### src/rtl/ola_output.sv
// Overlap-add output stage: drains 64-sample IFFT frames from FIFO5, overlap-adds
// them with a 32-sample hop into ping-pong buffers, and plays them out at the DAC rate.
module ola_output #(
  parameter int unsigned DW  = 16,
  parameter int unsigned N   = 64,
  parameter int unsigned HOP = 32
) (
  input  logic          clock,
  input  logic          reset,
  input  logic          start,
  input  logic          empty5,
  input  logic [DW-1:0] q5,
  output logic          rdreq5,
  input  logic          sample_tick,
  output logic [DW-1:0] dac_data,
  output logic          dac_valid,
  output logic          underrun,
  output logic          busy
);

  localparam int unsigned AW = $clog2(HOP);
  localparam int unsigned KW = $clog2(N);
  localparam int unsigned CW = $clog2(N + 1);

  typedef enum logic [1:0] {
    IDLE,
    WAIT,
    READ,
    DONE
  } state_t;

  state_t        state;
  state_t        state_nxt;

  logic [CW-1:0] req_cnt;
  logic [KW-1:0] k;
  logic          cap_vld;
  logic          last_cap;
  logic          fill_sel;
  logic          play_sel;
  logic [1:0]    ready;
  logic [1:0]    ready_nxt;
  logic [AW-1:0] p;
  logic          primed;
  logic          play_hit;
  logic          play_wrap;

  logic [DW-1:0] tail    [HOP];
  logic [DW-1:0] hop_buf [2][HOP];

  logic [DW-1:0] tail_rd;
  logic [DW:0]   sum_c;
  logic [DW-1:0] sat_c;

  assign last_cap = cap_vld && (k == KW'(N - 1));

  // Loader state register
  always_ff @(posedge clock or posedge reset) begin
    if (reset) begin
      state <= IDLE;
    end else begin
      state <= state_nxt;
    end
  end

  // Loader next-state and FIFO5 read request
  always_comb begin
    state_nxt = state;
    rdreq5    = 1'b0;
    case (state)
      IDLE: begin
        if (start) state_nxt = WAIT;
      end
      WAIT: begin
        if (!start) begin
          state_nxt = IDLE;
        end else if (!ready[fill_sel] && !empty5) begin
          state_nxt = READ;
        end
      end
      READ: begin
        rdreq5 = (req_cnt < CW'(N)) && !empty5;
        if (last_cap) state_nxt = DONE;
      end
      DONE: begin
        state_nxt = start ? WAIT : IDLE;
      end
      default: state_nxt = IDLE;
    endcase
  end

  // Overlap-add of the captured word with the stored tail, saturated to DW bits
  always_comb begin
    tail_rd = tail[AW'(k)];
    sum_c   = {q5[DW-1], q5} + {tail_rd[DW-1], tail_rd};
    if (sum_c[DW] != sum_c[DW-1]) begin
      sat_c = sum_c[DW] ? {1'b1, {(DW-1){1'b0}}} : {1'b0, {(DW-1){1'b1}}};
    end else begin
      sat_c = sum_c[DW-1:0];
    end
  end

  // Request/capture counters, tail storage and fill-side bookkeeping
  always_ff @(posedge clock or posedge reset) begin
    if (reset) begin
      req_cnt  <= '0;
      k        <= '0;
      cap_vld  <= 1'b0;
      fill_sel <= 1'b0;
      busy     <= 1'b0;
      for (int i = 0; i < int'(HOP); i++) begin
        tail[i] <= '0;
      end
    end else begin
      cap_vld <= rdreq5;
      busy    <= (state_nxt != IDLE);
      if (rdreq5) begin
        req_cnt <= req_cnt + CW'(1);
      end
      if (cap_vld) begin
        k <= last_cap ? '0 : k + KW'(1);
        if (k >= KW'(HOP)) begin
          tail[AW'(k - KW'(HOP))] <= q5;
        end
      end
      if (state == DONE) begin
        req_cnt  <= '0;
        fill_sel <= ~fill_sel;
      end
    end
  end

  // Hop buffers hold only data; validity is tracked by the ready bits
  always_ff @(posedge clock) begin
    if (cap_vld && (k < KW'(HOP))) begin
      hop_buf[fill_sel][AW'(k)] <= sat_c;
    end
  end

  assign play_hit  = sample_tick && ready[play_sel];
  assign play_wrap = play_hit && (p == AW'(HOP - 1));

  // Ready bits: the player clear and the loader set touch different buffers
  always_comb begin
    ready_nxt = ready;
    if (play_wrap) ready_nxt[play_sel] = 1'b0;
    if (state == DONE) ready_nxt[fill_sel] = 1'b1;
  end

  // Player: one sample per tick, zero-fill when the current buffer is not ready
  always_ff @(posedge clock or posedge reset) begin
    if (reset) begin
      ready     <= 2'b00;
      play_sel  <= 1'b0;
      p         <= '0;
      primed    <= 1'b0;
      dac_data  <= '0;
      dac_valid <= 1'b0;
      underrun  <= 1'b0;
    end else begin
      ready     <= ready_nxt;
      dac_valid <= sample_tick;
      if (play_hit) begin
        dac_data <= hop_buf[play_sel][p];
        if (play_wrap) begin
          play_sel <= ~play_sel;
          p        <= '0;
          primed   <= 1'b1;
        end else begin
          p <= p + AW'(1);
        end
      end else if (sample_tick) begin
        dac_data <= '0;
        if (primed) underrun <= 1'b1;
      end
    end
  end

endmodule

### config.mk
export PLATFORM = sky130hd
export DESIGN_NAME = ola_output
export DESIGN_NICKNAME = d
export VERILOG_FILES = /design/src/rtl/ola_output.sv
export SDC_FILE = /design/constraint.sdc
export NUM_CORES = 2
export LEC_CHECK = 0
export BUFFER_PORTS_ARGS = -buffer_cell sky130_fd_sc_hd__buf_2
export CAP_MARGIN = 20
export CORE_MARGIN = 8
export CORE_UTILIZATION = 35
export DETAILED_ROUTE_END_ITERATION = 12
export HOLD_SLACK_MARGIN = 0.06
export PLACE_DENSITY = 0.57
export SYNTH_ARGS = -nofsm -noshare
export SYNTH_HDL_FRONTEND = slang
export SYNTH_SLANG_ARGS = --single-unit
### constraint.sdc
create_clock -name clock -period 25 [get_ports clock]
set_input_delay 3.75 -clock clock [delete_from_list [all_inputs] [get_ports clock]]
set_output_delay 3.75 -clock clock [all_outputs]
set_load 0.01 [all_outputs]
==> summary.txt <==
Route
  • WL/cell: around 27 um
  • ANT nets after route: 0
  • Drt first pass iters: 5
  • Via density per instance: 5.40
  • DR iter-0 viols: about 3,000
  • Final wirelength: around 170,000 um
  • Drt drc: 0
  • Vias post-DR: around 34,000

Synthesis
  • Yosys synthesis warning count: 0
  • Synth Register Bits: about 1,600
  • Sequential share of the synthesized area: between 60% and 70%
  • Cells after synthesis: approximately 3,600
  • Syn Area/Cell: roughly 18 um2
  • Most used DFF post-synth: edfxtp_1
  • Distinct cells, synth: 80
  • Synth async-reset ratio: around a third
  • Syn_nets: 3,637
  • Mapped Area: around 66,000 um2
  • Number of synthesized flops with an enable pin: between 1,000 and 1,500

Clocking
  • CTS clk-pin slew, worst paths: 0.06 ns
  • Clock Latency Late Sink: 0.80 ns
  • H-tree depth: 4
  • Post-cts resize count: 0
  • Cts bufs inserted: ~170
  • CTS tree: built
  • Clock Path Buffers: 3
  • CTS sink count: approximately 1,600
  • Postcts setup bufs: 0
  • CTS root buf: clkbuf_16
  • Hold buffers post-CTS: 0

Cells and area
  • Non-filler instance count after layout: 6,329
  • Most common cell after layout, fill and taps aside: edfxtp_1
  • Most frequent cells in the layout: edfxtp_1, dfrtp_1, mux2_2
  • Final Cell Area: approximately 75,000 um2
  • Layout fillers: 16,900
  • Layout cells sized above 1: between 30% and 40%
  • Final nets: between 3,000 and 4,000
  • Final core occ: approximately two fifths
  • Layout area overhead: 13.5%

Worst setup path
  • CP Capture Type: output port
  • CP Cell Sequence: buf_2 -> or3_1 -> inv_2 -> buf_2
  • CP startpoint kind: input port
  • Slowest CP cell: or3_1
  • Required @ worst endpoint: between 20 and 25 ns
  • Worst r2r src: k[0]
  • Reg2Reg Setup Slack: roughly 18 ns
  • Slowest Stage Delay on Critical Path: around 0.46 ns
  • Reg2reg path depth: 13
  • WP buf/inv: 3
  • Worst setup path class: in2out
  • Crit-path most repeated cell: buf_2
  • R2r endpoint: hop_buf[0][10]
  • Worst path top cell family by delay: simple AND/OR/NAND/NOR gates
  • Data arrival, critical path: about 4.6 ns
  • CP max FO: 9

Hold path
  • Hold Crit Endpoint: primed
  • Hold_sp: primed
  • Hold/Removal Path Class: reg2reg
  • WHS Path Cells: 1

Floorplanning
  • Core area: roughly 190,000 um2
  • I/O pin cnt: 41
  • Die Height: 450 um
  • Die area: slightly above 200,000 um2
  • Initial Util: 35.2%
  • FP Rows: 159
  • Die Wd: 450 um

GRT
  • Initial antenna violation count: 7
  • Total grt overflow: 0
  • Global-route wire length before repair: between 200,000 and 250,000 um
  • Largest net degree at the start of global routing: about 180
  • Total Routing Usage GR: ~16%
  • Vias in the first global route: 35,400

Job
  • Max cap viols: 0

Place
  • Placed insts: around 6,000
  • Placed Area: a little under 70,000 um2
  • Gpl congestion: around 0.8
  • Port bufs: 40
  • Post-DP HPWL: ~94,000 um

STA
  • Max Freq: 119 MHz
  • Slew margin rel.: between 20% and 30%
  • Worst-Margin Slew: about 1.1 ns
  • Worst clock skew: ~0.046 ns
  • Final period util: between 30% and 40%
  • Final worst path period need: 8.37 ns
  • RSZ-0062 raised after global routing: no
  • Final Hold Viols: 0
  • WHS: between 0.4 and 0.5 ns
  • Final setup viols: 0
  • Fin Setup TNS: 0 ns
  • Final Slew Violations: 0

Status
  • Outcome: complete, no violations

Power and ir drop
  • Max VDD drop: 0.0000999 V
  • Leakage: 27.5 nW
  • PD cells: 91.5 nW/um2
==> report_power, final <==
group | internal (mW) | switching, mW | total [mW]
logic | 0.604 | 0.854 | 1.46
clock network | 1.38 | 1.05 | 2.44
registers | 2.84 | 0.117 | 2.96
total | 4.83 | 2.02 | 6.85
==> flip-flops by register name (all words and copies together), names as in the netlist, 2 cells and up <==
name      flops
hop_buf    1024
tail        512
dac_data     16
req_cnt       7
k             6
p             5
ready         2
state         2
==> metal layers <==
layer / routed length, um / part of all wire, % / vias to the layer above / GRT usage, %
li1: - / - / 14500 / -
met1: 74000 / 44 / 18600 / 22.5
met2: 83100 / 49 / 855 / 27.3
met3: 7890 / 4.7 / 241 / 2.45
met4: 4420 / 2.6 / 4 / 4.57
met5: 23 / 0.014 / - / 0
==> synth_stat cells, types with 10 or more instances <==
cell type	instances	share of area, %
o22ai_1	38	0.36
mux4_2	305	10
clkbuf_1	97	0.55
buf_4	19	0.22
a2111oi_2	10	0.23
buf_1	14	0.080
edfxtp_1	1024	47
nand2b_1	25	0.24
ha_1	23	0.44
mux4_1	33	1.3
a221oi_1	14	0.19
dfrtp_1	557	21
nand2_1	30	0.17
buf_6	21	0.36
mux2_2	507	8.7
o21ai_0	83	0.63
inv_1	25	0.14
mux2i_1	162	2.5
o221ai_1	26	0.35
buf_2	82	0.62
nand3_1	48	0.36
clkbuf_8	13	0.27
nor2_1	125	0.71
a21oi_1	62	0.47
nor3_1	10	0.076
a211oi_1	19	0.22
a22oi_1	61	0.69
nand4_1	21	0.20
==> per-stage QoR <==
| step | power (mW) | setup slack [ns] |
|---|---|---|
| finish | 6.85 | 16.63 |
| global placement | 4.49 | 16.63 |
| global route | 7.12 | 16.56 |
| floorplan | 4.05 | 5.67 |
| CTS | 6.94 | 16.62 |
| detailed placement | 4.50 | 16.61 |
==> final cells by class <==
cell class / instances / area, um2 / share of cell area, %
Antenna cell: 5 / 12.5 / 0.0167
Clock buffer: 234 / 4680 / 6.26
Clock inverter: 79 / 763 / 1.02
Inverter: 27 / 109 / 0.145
Multi-Input combinational cell: 1733 / 20100 / 26.9
Sequential cell: 1581 / 44700 / 59.7
Tap cell: 2495 / 3120 / 4.17
Timing Repair Buffer: 175 / 1360 / 1.82
==> worst max path at each step <==
stage | cells past startpoint | startpoint | endpoint | slack (ns)
floorplan | 1 | reset | busy | 5.67
global placement | 4 | empty5 | rdreq5 | 16.63
detailed placement | 4 | empty5 | rdreq5 | 16.61
CTS | 4 | empty5 | rdreq5 | 16.62
global route | 4 | empty5 | rdreq5 | 16.56
finish | 4 | empty5 | rdreq5 | 16.63
==> logic make-up (layout without fill, tap and decap cells) <==
logic type | after synthesis | count (layout) | synth area share (%)
muxes | 1013 | 1013 | 22.9
adders and majority gates | 29 | 29 | 0.542
AOI/OAI and AO/OA | 376 | 376 | 4.02
and+or+nand+nor | 302 | 302 | 2.19
other | 0 | 5 | 0
buffers and inverters | 278 | 515 | 2.38
xor gates and xnor gates | 13 | 13 | 0.173
DFF | 1581 | 1581 | 67.7
No activity file was read; power rests on OpenSTA's default activity.
